### src/rtl/nrs_pkg.sv
// Shared state encoding, default parameter constants and index-width helper
// for the NR sequence generator controller.
package nrs_pkg;

  typedef enum logic [2:0] {
    ST_IDLE      = 3'd0,
    ST_REQ_CINIT = 3'd1,
    ST_SEED      = 3'd2,
    ST_SHIFT     = 3'd3,
    ST_EVAL      = 3'd4
  } nrs_state_e;

  localparam int NC_DEF          = 1600;
  localparam int LFSR_W_DEF      = 31;
  localparam int EVAL_CYCLES_DEF = 4;
  localparam int RUNS_DEF        = 2;
  localparam int NUM_PORTS_DEF   = 2;
  localparam int DEPTH_DEF       = 16;

  // Width of an index over n items, never below one bit.
  function automatic int idx_w(input int n);
    return (n > 1) ? $clog2(n) : 1;
  endfunction

endpackage

### src/rtl/nrs_phase_counter.sv
// Cycle counter for the SHIFT and EVAL phases. Flags the last cycle of
// each phase so the controller can advance on the following edge.
module nrs_phase_counter #(
  parameter int SHIFT_LEN = 1570,
  parameter int EVAL_LEN  = 4
) (
  input  logic clk,
  input  logic rst,
  input  logic clr,
  input  logic shift_active,
  input  logic eval_active,
  output logic shift_done,
  output logic eval_done
);

  localparam int MAX_LEN = (SHIFT_LEN > EVAL_LEN) ? SHIFT_LEN : EVAL_LEN;
  localparam int CW      = $clog2(MAX_LEN + 1);

  logic [CW-1:0] cnt_q;
  logic [CW-1:0] cnt_d;

  assign shift_done = shift_active && (cnt_q == CW'(SHIFT_LEN - 1));
  assign eval_done  = eval_active  && (cnt_q == CW'(EVAL_LEN - 1));

  // Count within a phase; restart at every phase boundary or abort.
  always_comb begin
    cnt_d = cnt_q + CW'(1);
    if (clr || !(shift_active || eval_active) || shift_done || eval_done) begin
      cnt_d = '0;
    end
  end

  // Counter register.
  always_ff @(posedge clk or posedge rst) begin
    if (rst) begin
      cnt_q <= '0;
    end else begin
      cnt_q <= cnt_d;
    end
  end

endmodule

### src/rtl/nrs_ctrl_multiport.sv
// Controller sequencing Gold-sequence runs per antenna port into a
// double-banked output buffer: seed request, LFSR load, NC warm-up shift,
// word evaluation, and bank hand-off to the downstream consumer.
module nrs_ctrl_multiport
  import nrs_pkg::*;
#(
  parameter int NC          = NC_DEF,
  parameter int LFSR_W      = LFSR_W_DEF,
  parameter int EVAL_CYCLES = EVAL_CYCLES_DEF,
  parameter int RUNS        = RUNS_DEF,
  parameter int NUM_PORTS   = NUM_PORTS_DEF,
  parameter int DEPTH       = DEPTH_DEF
) (
  input  logic                          clk,
  input  logic                          rst,
  input  logic                          new_frame,
  input  logic                          new_subframe,
  input  logic                          cinit_valid,
  input  logic [1:0]                    est_ack,
  output logic                          cinit_req,
  output logic                          init_x1,
  output logic                          init_x2,
  output logic                          shift_x,
  output logic                          out_en,
  output logic                          wr_en,
  output logic                          wr_bank,
  output logic                          busy,
  output logic                          overrun,
  output logic [idx_w(NUM_PORTS)-1:0]   port_idx,
  output logic [idx_w(RUNS)-1:0]        run_idx,
  output logic [$clog2(DEPTH)-1:0]      wr_addr,
  output logic [1:0]                    bank_ready
);

  localparam int PW        = idx_w(NUM_PORTS);
  localparam int RW        = idx_w(RUNS);
  localparam int AW        = $clog2(DEPTH);
  localparam int SHIFT_LEN = NC - LFSR_W + 1;

  nrs_state_e    state_q, state_d;
  logic [PW-1:0] port_q, port_d;
  logic [RW-1:0] run_q, run_d;
  logic [AW-1:0] addr_q, addr_d;
  logic          bank_q, bank_d;
  logic [1:0]    ready_q, ready_d;
  logic          x1_arm_q, x1_arm_d;
  logic          overrun_q, overrun_d;

  logic          abort;
  logic          shift_done;
  logic          eval_done;
  logic          last_run;
  logic [1:0]    set_mask;

  // A new frame while active restarts the subframe from its first run.
  assign abort    = new_frame && (state_q != ST_IDLE);
  assign last_run = (port_q == PW'(NUM_PORTS - 1)) && (run_q == RW'(RUNS - 1));

  nrs_phase_counter #(
    .SHIFT_LEN (SHIFT_LEN),
    .EVAL_LEN  (EVAL_CYCLES)
  ) u_phase (
    .clk          (clk),
    .rst          (rst),
    .clr          (abort),
    .shift_active (state_q == ST_SHIFT),
    .eval_active  (state_q == ST_EVAL),
    .shift_done   (shift_done),
    .eval_done    (eval_done)
  );

  // Next-state, run indexing, address and bank bookkeeping.
  always_comb begin
    state_d   = state_q;
    port_d    = port_q;
    run_d     = run_q;
    addr_d    = addr_q;
    bank_d    = bank_q;
    x1_arm_d  = x1_arm_q;
    overrun_d = 1'b0;
    set_mask  = 2'b00;

    case (state_q)
      ST_IDLE: begin
        if (new_frame || new_subframe) begin
          if (!ready_q[bank_q]) begin
            state_d = ST_REQ_CINIT;
            port_d  = '0;
            run_d   = '0;
            addr_d  = '0;
          end else begin
            overrun_d = 1'b1;
          end
        end
      end
      ST_REQ_CINIT: begin
        if (cinit_valid) begin
          state_d = ST_SEED;
        end
      end
      ST_SEED: begin
        state_d  = ST_SHIFT;
        x1_arm_d = 1'b0;
      end
      ST_SHIFT: begin
        if (shift_done) begin
          state_d = ST_EVAL;
        end
      end
      ST_EVAL: begin
        addr_d = addr_q + AW'(1);
        if (eval_done) begin
          if (last_run) begin
            set_mask = bank_q ? 2'b10 : 2'b01;
            bank_d   = ~bank_q;
            state_d  = ST_IDLE;
            port_d   = '0;
            run_d    = '0;
            addr_d   = '0;
          end else begin
            state_d = ST_REQ_CINIT;
            if (run_q == RW'(RUNS - 1)) begin
              run_d  = '0;
              port_d = port_q + PW'(1);
            end else begin
              run_d = run_q + RW'(1);
            end
          end
        end
      end
      default: state_d = ST_IDLE;
    endcase

    // Every frame boundary restarts the x1 sequence at the next seed.
    if (new_frame) begin
      x1_arm_d = 1'b1;
    end

    if (abort) begin
      state_d   = ST_REQ_CINIT;
      port_d    = '0;
      run_d     = '0;
      addr_d    = '0;
      bank_d    = bank_q;
      set_mask  = 2'b00;
      overrun_d = 1'b0;
    end else if (new_subframe && (state_q != ST_IDLE)) begin
      overrun_d = 1'b1;
    end

    // Completion set takes precedence over a same-cycle consumer release.
    ready_d = (ready_q & ~est_ack) | set_mask;
  end

  // Control registers.
  always_ff @(posedge clk or posedge rst) begin
    if (rst) begin
      state_q   <= ST_IDLE;
      port_q    <= '0;
      run_q     <= '0;
      addr_q    <= '0;
      bank_q    <= 1'b0;
      ready_q   <= 2'b00;
      x1_arm_q  <= 1'b1;
      overrun_q <= 1'b0;
    end else begin
      state_q   <= state_d;
      port_q    <= port_d;
      run_q     <= run_d;
      addr_q    <= addr_d;
      bank_q    <= bank_d;
      ready_q   <= ready_d;
      x1_arm_q  <= x1_arm_d;
      overrun_q <= overrun_d;
    end
  end

  assign cinit_req  = (state_q == ST_REQ_CINIT);
  assign init_x2    = (state_q == ST_SEED);
  assign init_x1    = (state_q == ST_SEED) && x1_arm_q;
  assign shift_x    = (state_q == ST_SHIFT) || (state_q == ST_EVAL);
  assign out_en     = (state_q == ST_EVAL);
  assign wr_en      = (state_q == ST_EVAL);
  assign busy       = (state_q != ST_IDLE);
  assign overrun    = overrun_q;
  assign wr_bank    = bank_q;
  assign bank_ready = ready_q;
  assign port_idx   = port_q;
  assign run_idx    = run_q;
  assign wr_addr    = addr_q;

endmodule

### config.mk
export PLATFORM = sky130hd
export DESIGN_NAME = nrs_ctrl_multiport
export DESIGN_NICKNAME = d
export VERILOG_FILES = /design/src/rtl/nrs_pkg.sv /design/src/rtl/nrs_phase_counter.sv /design/src/rtl/nrs_ctrl_multiport.sv
export SDC_FILE = /design/constraint.sdc
export NUM_CORES = 1
export LEC_CHECK = 0
export CAP_MARGIN = 20
export CORE_MARGIN = 1.5
export CORE_UTILIZATION = 57
export CTS_CLUSTER_DIAMETER = 40
export DETAILED_ROUTE_END_ITERATION = 8
export PLACE_DENSITY_LB_ADDON = 0.08
export SLEW_MARGIN = 20
export SYNTH_ARGS = -nofsm -noshare
export SYNTH_HDL_FRONTEND = slang
export SYNTH_HIERARCHICAL = 1
export SYNTH_SLANG_ARGS = --single-unit
### constraint.sdc
create_clock -name clk -period 4.27 [get_ports clk]
set_clock_uncertainty 0.15 [all_clocks]
set_input_delay 0.854 -clock clk [delete_from_list [all_inputs] [get_ports clk]]
set_output_delay 0.854 -clock clk [all_outputs]
set_load 0.02 [all_outputs]
* Word-level counts from Yosys, hierarchy flattened
Cells that the tools add are included.
Widths: inputs -> output; s select.
** Word-level totals
- Bits in registers :: 25
- Bits in latches :: 0
- Memory bits (writable) :: 0
- Memory bits (read-only) :: 0
- Logic and storage cells :: 93
- Memories :: 0
** Operators by class
- Add/subtract/negate cells :: 4
- $mul :: 0
- Div/mod/pow operators :: 0
- $lt $le $gt $ge :: 1
- Equal/unequal tests :: 12
- Shifts and indexed selects :: 0
- Mux-type cells :: 41
- Bitwise operators :: 5
- Reductions and logical operators :: 21
** Operator list (number)
- $mux 1 :: 20
- $mux 4 :: 5
- $mux 3 :: 6
- $ne 3x2->1 const B :: 5
- $pmux 3 s5 :: 1
- $add 11x1->11 const B :: 1
- $eq 11x11->1 const B :: 1
- $eq 11x2->1 const B :: 1
- $mux 11 :: 1
- $mux 2 :: 5
- $reduce_and 5->1 :: 2
- $pmux 4 s2 :: 1
- $reduce_and 4->1 :: 2
- $eq 3x2->1 const B :: 2
- $logic_and 1x1->1 :: 6
- $reduce_bool 3->1 :: 2
- $logic_or 1x1->1 :: 5
- $add 4x1->4 const B :: 1
- $ne 4x3->1 const B :: 1
- $pmux 1 s2 :: 2
- $eq 3x1->1 const B :: 1
- $eq 3x3->1 const B :: 1
- $logic_not 3->1 :: 1
- $reduce_and 3->1 :: 1
- 8 further kinds :: 10

* Longest topological paths before layout
Gate-level depths: netlist of the first run.
- Depth after elaboration :: 7
- Mapped depth :: 9

* Modules after synthesis
The synthesis of the first run kept the hierarchy.
** By module, submodules not included
- nrs_ctrl_multiport :: instances 1, cells each 77, area each 829.5 um^2, sequential area each 351.6 um^2
- nrs_phase_counter :: instances 1, cells each 61, area each 655.6 um^2, sequential area each 275.3 um^2

* Least setup slack after synthesis of the first run
No wires, ideal clock.
- Path kind :: reg2out
- Start :: register state_q[0]
- End :: output port init_x1
- Arrival :: 1434 ps
- Path slack :: 1832 ps
- Stages on the path, launching flop included :: 4
- Cell sequence :: dfrtp_1 -> buf_6 -> nor3b_1 -> and2_1
** On the way
- Longest elaborated chain between the ends :: 2
** Ends and longest elaborated chain
- start, declared :: RTL line nrs_ctrl_multiport.sv:40 : nrs_state_e state_q, state_d;
- start signal, assigned :: RTL line nrs_ctrl_multiport.sv:167 : state_q <= state_d;
- $eq 3x2->1
- named net init_x2 :: RTL line nrs_ctrl_multiport.sv:22 : output logic init_x2,
- $logic_and 1x1->1 :: RTL line nrs_ctrl_multiport.sv:180 : assign init_x1 = (state_q == ST_SEED) && x1_arm_q;
- end, declared :: RTL line nrs_ctrl_multiport.sv:21 : output logic init_x1,
The timed path passes the listed nets, and every way through them passes these cells.

* Worst setup path in the final report of the first run
- Start :: register state_q[1]
- End :: output port shift_x
** On the way
- Longest elaborated chain between the ends :: 2
- Elaborated cells between the ends (all ways) :: 3
** Ends and longest elaborated chain
- $eq 3x2->1 / $eq 3x3->1 (equally long branches) :: RTL line nrs_ctrl_multiport.sv:181 : assign shift_x = (state_q == ST_SHIFT) || (state_q == ST_EVAL);
- $logic_or 1x1->1 (*) :: RTL line nrs_ctrl_multiport.sv:181
- end, declared :: RTL line nrs_ctrl_multiport.sv:23 : output logic shift_x,
Every way passes the cells marked *; elsewhere a longest branch is shown, timed or not.

==> metrics.csv, run 1 <==
stage,metric,value,unit
yosys,sequential_cell_area_fraction_in_the_yosys_report,42.2,%
placed_design,dpl_cell_area,0.00170,mm²
setup_path,worst_setup_path_start_kind,flip-flop,
setup_path,worst-endpoint-arrival,2110,ps
clocking,cts_post_setup_buffers_inserted,0,
global_routing,grt_antenna_before_repair,0,
final_layout,final_core_util,69.8,%
clocking,cts_made_buffers,3,
floorplanning,start_util,59.9,%
floorplanning,fp.dieArea,0.00292,mm²
worst_hold_path,timing.hold.worst.start,x1_arm_q$_DFFE_PP1P_,
clocking,cts-hold-fix-buffers,0,
setup_path,worstPathCellList,"nor2_1, and2_1, nand2b_1, clkdlybuf4s50_1",
setup_path,criticalPathCategory,flip-flop to output port,
yosys,netlist_top_cells_count,"24 x sky130_fd_sc_hd__dfrtp_1, 9 x sky130_fd_sc_hd__nand2_1, 7 x sky130_fd_sc_hd__inv_1",
power,design_power_total,0.000667,W
route,ant_nets,0,
global_routing,grt_pass1_wl,4650,µm
final_layout,final_cell_area,0.00173,mm²
setup_path,worstSetupEndpointType,output port,
clocking,post_cts_resized,0,
sta,finalSetupTns,0,ps
clocking,cts_tree,built,
sta,finalCritPeriodShare,72.8,%
final_layout,n_antenna_cell,0,
floorplanning,die_w,54.0,µm
placed_design,port_buffers,23,
yosys,yosysMostFrequentCell,sky130_fd_sc_hd__dfrtp_1,
clocking,clk_lat_worst_skew,320,ps
yosys,synthesis.area_per_instance,10.8,µm²
yosys,ys_seq_elements,25,
placed_design,finalWeightedCongestion,0.790,
sta,rsz0062_at_grt,no,
route,vias,1178,
setup_path,crit_fanout,10,
setup_path,reg2reg_from,u_phase/cnt_q[3]$_DFF_PP0_,
clocking,max_root_sink_buffers,2,
sta,timing_max_transition_violations_final,0,
final_layout,net_count_reported_at_finish,169,
route,first_iter_violations,29,
setup_path,startpoint,state_q[1]$_DFFE_PP0P_,
yosys,synth_async_sr_flop_share,100,%
setup_path,critical_path.max_stage_delay,610,ps
yosys,ys_top_cells_by_area,"sky130_fd_sc_hd__dfrtp_1 40%, sky130_fd_sc_hd__a211oi_1 3.0%, sky130_fd_sc_hd__a221oi_1 2.9%",
clocking,cts_htree_levels,1,
yosys,netlist_instances,138,
yosys,dominant_cell_type_by_area_after_synthesis,sky130_fd_sc_hd__dfrtp_1,
final_layout,area.growth.synth_to_final,16.4,%
final_layout,fraction_of_final_layout_cells_with_drive_strength_greater_than_1,12.7,%
sta,fmax,322,MHz
clocking,cts_num_sinks,25,
yosys,synth_warnings,6,
yosys,ys.flop_type,sky130_fd_sc_hd__dfrtp_1,
yosys,yosys.cell_types.count,49,
yosys,syn-num-nets,148,
global_routing,grt_util_all_layers,22.3,%
clocking,cts-root-buf,sky130_fd_sc_hd__clkbuf_4,
floorplanning,boundaryPins,24,
sta,timing_hold_violations_final,0,
global_routing,largest_net_degree_at_the_start_of_global_routing,16,
placed_design,dpl.hpwl,2260,µm
sta,finalCriticalPeriod,3110,ps
power,vdd_ir_drop_max,0.000307,V
floorplanning,placement_rows,18,
power,leakage_component_of_the_power,0.693,nW
global_routing,grt.overflow.total,0,
setup_path,critical-path-slowest-cell,sky130_fd_sc_hd__clkdlybuf4s50_1,
route,drt-wirelength-per-cell,16.0,µm
setup_path,worstPathRequired,3270,ps
sta,timing.slew.headroom,39.6,%
sta,setup_viol,0,
yosys,synth.cell_area,0.00149,mm²
yosys,post_synth_edffs,0,
sta,timing_worst_slew_pin_value,904,ps
worst_hold_path,holdCritPathClass,flip-flop to flip-flop,
route,detail_routed_via_count_per_cell,6.27,
placed_design,pre_cts_slack,1490,ps
power,power.density,386,mW/mm²
sta,postLayoutSetupSlackWorst,1160,ps
route,post_route_drc_violation_count,0,
floorplanning,fp.coreArea,0.00248,mm²
route,firstDrtPassIters,5,
floorplanning,die_height,54.0,µm
yosys,synth_top_area_share,40.4,%
job,cap_viol_max_count,0,
clocking,path_clk_slew,150,ps
final_layout,fillerInstances,214,
global_routing,number_of_global_route_vias_before_repair,1018,
run_status,run_status,"complete, no violations",
route,detail_route.wirelength,3010,µm
per-stage QoR:
stage,hold WS [ps],instances
floorplan,302,138
global placement,312,184
detailed placement,318,184
CTS,338,188
global route,349,188
finish,334,188
metal layers:
metal | track usage, % | part of all wire (%) | vias up
li1 | - | - | 562
met1 | 27.2 | 44 | 582
met2 | 41.1 | 53 | 32
met3 | 2.50 | 3.5 | 2
met4 | 6.25 | 0.33 | 0
met5 | 0 | 0 | -
placed cells by master (no fill, tap or decap), types with 2 or more instances in the layout:
master and instances:
sky130_fd_sc_hd__clkdlybuf4s50_1 23, sky130_fd_sc_hd__a31oi_4 2, sky130_fd_sc_hd__a221oi_1 5, sky130_fd_sc_hd__and3_1 2
sky130_fd_sc_hd__inv_1 7, sky130_fd_sc_hd__xor2_1 2, sky130_fd_sc_hd__a22o_1 2, sky130_fd_sc_hd__or3_1 2
sky130_fd_sc_hd__dfrtp_1 24, sky130_fd_sc_hd__nand2b_1 4, sky130_fd_sc_hd__xnor2_1 3, sky130_fd_sc_hd__a211oi_1 6
sky130_fd_sc_hd__mux2_2 3, sky130_fd_sc_hd__or4_1 4, sky130_fd_sc_hd__nand2_1 9, sky130_fd_sc_hd__ha_1 3
sky130_fd_sc_hd__clkbuf_4 3, sky130_fd_sc_hd__nand4_1 2, sky130_fd_sc_hd__o31ai_1 5, sky130_fd_sc_hd__a21oi_1 4
sky130_fd_sc_hd__o21bai_1 2, sky130_fd_sc_hd__nor2_1 6, sky130_fd_sc_hd__and2_1 4, sky130_fd_sc_hd__o21ai_0 2
sky130_fd_sc_hd__nand3_1 6
report_power, final:
group          internal, W  total (W)  switching, W  leakage, nW
combinational     0.000123   0.000256      0.000133        0.339
clock            0.0000357   0.000110     0.0000741       0.0139
sequential        0.000261   0.000302     0.0000406        0.340
total             0.000419   0.000667      0.000248        0.693
critical path: cells and delay by family, from the launching register on:
kind | cells | cell delay (ps)
flops | 1 | 530
simple gates | 3 | 630
buf+inv | 1 | 610
path summary, 6_finish.rpt:
path | slack (ps) | end | cells past startpoint
setup / recovery | 1160 | shift_x | 4
hold / removal | 330 | x1_arm_q$_DFFE_PP1P_ | 2
setup reg to reg | 1640 | wr_addr[2]$_DFFE_PP0P_ | 7
hold reg to reg | 330 | x1_arm_q$_DFFE_PP1P_ | 2
max in group asynchronous | 2860 | x1_arm_q$_DFFE_PP1P_ | 2
min in group asynchronous | 680 | u_phase/cnt_q[9]$_DFF_PP0_ | 2
final cells by class:
cell class / instances / area [µm²] / share of cell area [%]
Clock buffer: 3 / 22.5 / 1.30
Clock inverter: 1 / 7.51 / 0.434
Inverter: 7 / 26.3 / 1.52
Multi-Input combinational cell: 99 / 778 / 45.0
Sequential cell: 25 / 627 / 36.3
Tap cell: 30 / 37.5 / 2.17
Timing Repair Buffer: 23 / 230 / 13.3
state kept, by name, summed over array words and instances (netlist names):
name,flops
x1_arm_q,1
state_q,3
bank_ready,2
wr_addr,4
port_idx,1
u_phase/cnt_q,11
run_idx,1
overrun,1
wr_bank,1
logic make-up after synthesis:
group,synth area share [%]
AO/OA/AOI/OAI,21.4
multiplexers,3.29
buffers and inverters,5.39
flip-flops,42.2
adder cells (fa/ha/maj),2.53
AND/OR/NAND/NOR,22.2
XOR/XNOR,2.95
Note: power is estimated with default switching activity, not from simulation.
==> run 2, diff against run 1 <==
--- a/config.mk
+++ b/config.mk
@@ -7,7 +7,7 @@
 export LEC_CHECK = 0
 export CAP_MARGIN = 20
 export CORE_MARGIN = 1.5
-export CORE_UTILIZATION = 57
+export CORE_UTILIZATION = 47
 export CTS_CLUSTER_DIAMETER = 40
 export DETAILED_ROUTE_END_ITERATION = 8
 export PLACE_DENSITY_LB_ADDON = 0.08
==> constraint.sdc (replaced) <==
create_clock -name clk -period 2.85 [get_ports clk]
set_clock_uncertainty 0.15 [all_clocks]
set_input_delay 0.57 -clock clk [delete_from_list [all_inputs] [get_ports clk]]
set_output_delay 0.57 -clock clk [all_outputs]
set_load 0.02 [all_outputs]
==> run 2 against run 1 <==
Compared with the run above:
- hold slack better by 16 ps
- total power is 51% higher
- sequential power is 51% higher
- clock power is 51% higher
- count of clock-buffer cells in the layout stayed put
- setup slack worse by 1000 ps
- die area is 20% higher
- critical path type unchanged
- largest cell class unchanged
==> metrics.csv, run 2 (synthesis gave the netlist of run 1 again) <==
stage,metric,value,unit,change
setup_path,crit_fanout,9,,-1
global_routing,grt.overflow.total,0,,unchanged
route,firstDrtPassIters,4,,-1
clocking,path_clk_slew,150,ps,about the same
route,drt-wirelength-per-cell,15.0,µm,-6.3%
sta,hold-worst-slack,350,ps,+16.0 ps
final_layout,most_frequent_standard_cell_in_the_layout_excluding_fill_and_tap_cells,sky130_fd_sc_hd__clkdlybuf4s50_1,,
setup_path,worstSetupEndpointType,output port,,
clocking,cts_htree_levels,1,,unchanged
final_layout,flip_flop_count_of_the_largest_register_all_copies_and_words_added,11,,unchanged
route,vias,1167,,-0.93%
floorplanning,die_w,59.2,µm,+9.6%
global_routing,grt_util_all_layers,19.1,%,-3.1 points
route,first_iter_violations,22,,-24%
placed_design,port_buffers,23,,unchanged
sta,finalCriticalPeriod,2710,ps,
clocking,cts_tree,built,,
global_routing,grt_pass1_wl,5110,µm,+9.8%
sta,rsz0062_at_grt,no,,
sta,finalSetupTns,0,ps,unchanged
final_layout,n_antenna_cell,0,,unchanged
floorplanning,start_util,49.0,%,-11 points
floorplanning,placement_rows,20,,+2
sta,setup_viol,0,,unchanged
floorplanning,fp.dieArea,0.00351,mm²,+20%
route,post_route_drc_violation_count,0,,unchanged
power,power.density,570,mW/mm²,+48%
final_layout,register_containing_the_most_flip_flops_in_the_final_layout,u_phase/cnt_q,,
clocking,clk_lat_worst_skew,320,ps,about the same
setup_path,worstPathRequired,2130,ps,-1140 ps
clocking,cts_num_sinks,25,,unchanged
run_status,run_status,"complete, no violations",,
route,ant_nets,0,,unchanged
global_routing,largest_net_degree_at_the_start_of_global_routing,16,,unchanged
clocking,cts_made_buffers,3,,unchanged
sta,timing_hold_violations_final,0,,unchanged
setup_path,criticalPathCategory,flip-flop to output port,,
power,vdd_ir_drop_max,0.000287,V,-6.7%
route,detail_routed_via_count_per_cell,5.72,,-8.7%
floorplanning,boundaryPins,24,,unchanged
placed_design,dpl.hpwl,2340,µm,+3.8%
global_routing,number_of_global_route_vias_before_repair,1095,,+7.6%
final_layout,net_count_reported_at_finish,171,,+1.2%
placed_design,finalWeightedCongestion,0.814,,+3.1%
route,detail_route.wirelength,3060,µm,+1.7%
job,cap_viol_max_count,0,,unchanged
final_layout,mostFrequentLayoutCells,"23 x sky130_fd_sc_hd__clkdlybuf4s50_1, 22 x sky130_fd_sc_hd__dfrtp_1, 9 x sky130_fd_sc_hd__nand2_1",,
power,leakage_component_of_the_power,0.699,nW,+0.97%
clocking,cts-root-buf,sky130_fd_sc_hd__clkbuf_4,,
global_routing,grt_antenna_before_repair,0,,unchanged
floorplanning,die_height,59.2,µm,+9.6%
final_layout,fraction_of_final_layout_cells_with_drive_strength_greater_than_1,15.6,%,+3.0 points
floorplanning,fp.coreArea,0.00303,mm²,+22%
sta,timing_worst_slew_pin_value,851,ps,-52.4 ps
sta,timing_max_transition_violations_final,0,,unchanged
sta,fmax,370,MHz,
setup_path,worst-endpoint-arrival,1990,ps,-120 ps
setup_path,worst_setup_path_start_kind,flip-flop,,
sta,timing.slew.headroom,43.1,%,+3.5 points
final_layout,area.growth.synth_to_final,19.0,%,
sta,finalCritPeriodShare,94.9,%,
clocking,max_root_sink_buffers,2,,unchanged
worst_hold_path,holdCritPathClass,flip-flop to flip-flop,,
[run 2: cell types whose count changed in the layout (fill, tap and decap cells not counted)]
| cell | delta |
|---|---|
| sky130_fd_sc_hd__buf_4 | +2 |
| sky130_fd_sc_hd__dfrtp_1 | -2 |
| sky130_fd_sc_hd__dfrtp_2 | +2 |
| sky130_fd_sc_hd__nor2_1 | -1 |
| sky130_fd_sc_hd__nor2_2 | +1 |
[run 2: stage by stage]
step	cells	total power, W	worst slack, ps	cell area [µm²]	utilization [%]
2_1_floorplan	138	0.000733	502	1490	-
3_3_place_gp	200	0.000835	451	1730	57.2
3_5_place_dp	200	0.000842	412	1730	57.2
4_1_cts	204	0.00101	34.9	1760	58.2
5_1_grt	204	0.00107	43.3	1770	58.3
6_report	204	0.00101	144	1770	58.3
[run 2: metal layers]
layer  GRT usage, %  up-vias  wire length (µm)
li1               -      561                 -
met1           24.6      573              1380
met2           33.4       29              1570
met3           2.62        4                85
met4           5.19        0                29
met5              0        -                 0
[run 2: area by class of cell]
cell class	instances	area (µm²)
fillers	284	1260
repair buffers	25	245
inverters	7	26.3
multi-input cells	99	781
flip-flops and latches	25	629
clock buffers	3	22.5
well taps	44	55.1
clock inverters	1	7.51
[run 2: report_power, final]
| group | switching (W) | leakage (nW) | internal (W) |
|---|---|---|---|
| Clock | 0.000113 | 0.0139 | 0.0000535 |
| Combinational | 0.000198 | 0.348 | 0.000187 |
| Sequential | 0.0000622 | 0.338 | 0.000394 |
| Total | 0.000373 | 0.699 | 0.000634 |
[run 2: what timing repair did]
item | 4_1_cts | 5_1_grt
hold buffers | 0 | 0
setup endpoints to repair | 0 | 2
buffers inserted | 0 | 0
resized for setup | 0 | 3
[run 2: path summary, 6_finish.rpt]
check / to / cells after the start / slack, ps / start
worst max-delay path: shift_x / 4 / 140 / state_q[0]$_DFFE_PP0P_
worst min register to register: x1_arm_q$_DFFE_PP1P_ / 2 / 350 / x1_arm_q$_DFFE_PP1P_
min in group asynchronous: u_phase/cnt_q[4]$_DFF_PP0_ / 2 / 400 / rst
worst max register to register: wr_addr[2]$_DFFE_PP0P_ / 8 / 520 / state_q[0]$_DFFE_PP0P_
max in group asynchronous: state_q[1]$_DFFE_PP0P_ / 2 / 1700 / rst
worst min-delay path: x1_arm_q$_DFFE_PP1P_ / 2 / 350 / x1_arm_q$_DFFE_PP1P_
[run 2: critical path: stages (launching register included)]
cell and delay (ps):
sky130_fd_sc_hd__dfrtp_2 510, sky130_fd_sc_hd__nor2_2 200, sky130_fd_sc_hd__and2_1 230, sky130_fd_sc_hd__nand2b_1 130, sky130_fd_sc_hd__clkdlybuf4s50_1 600
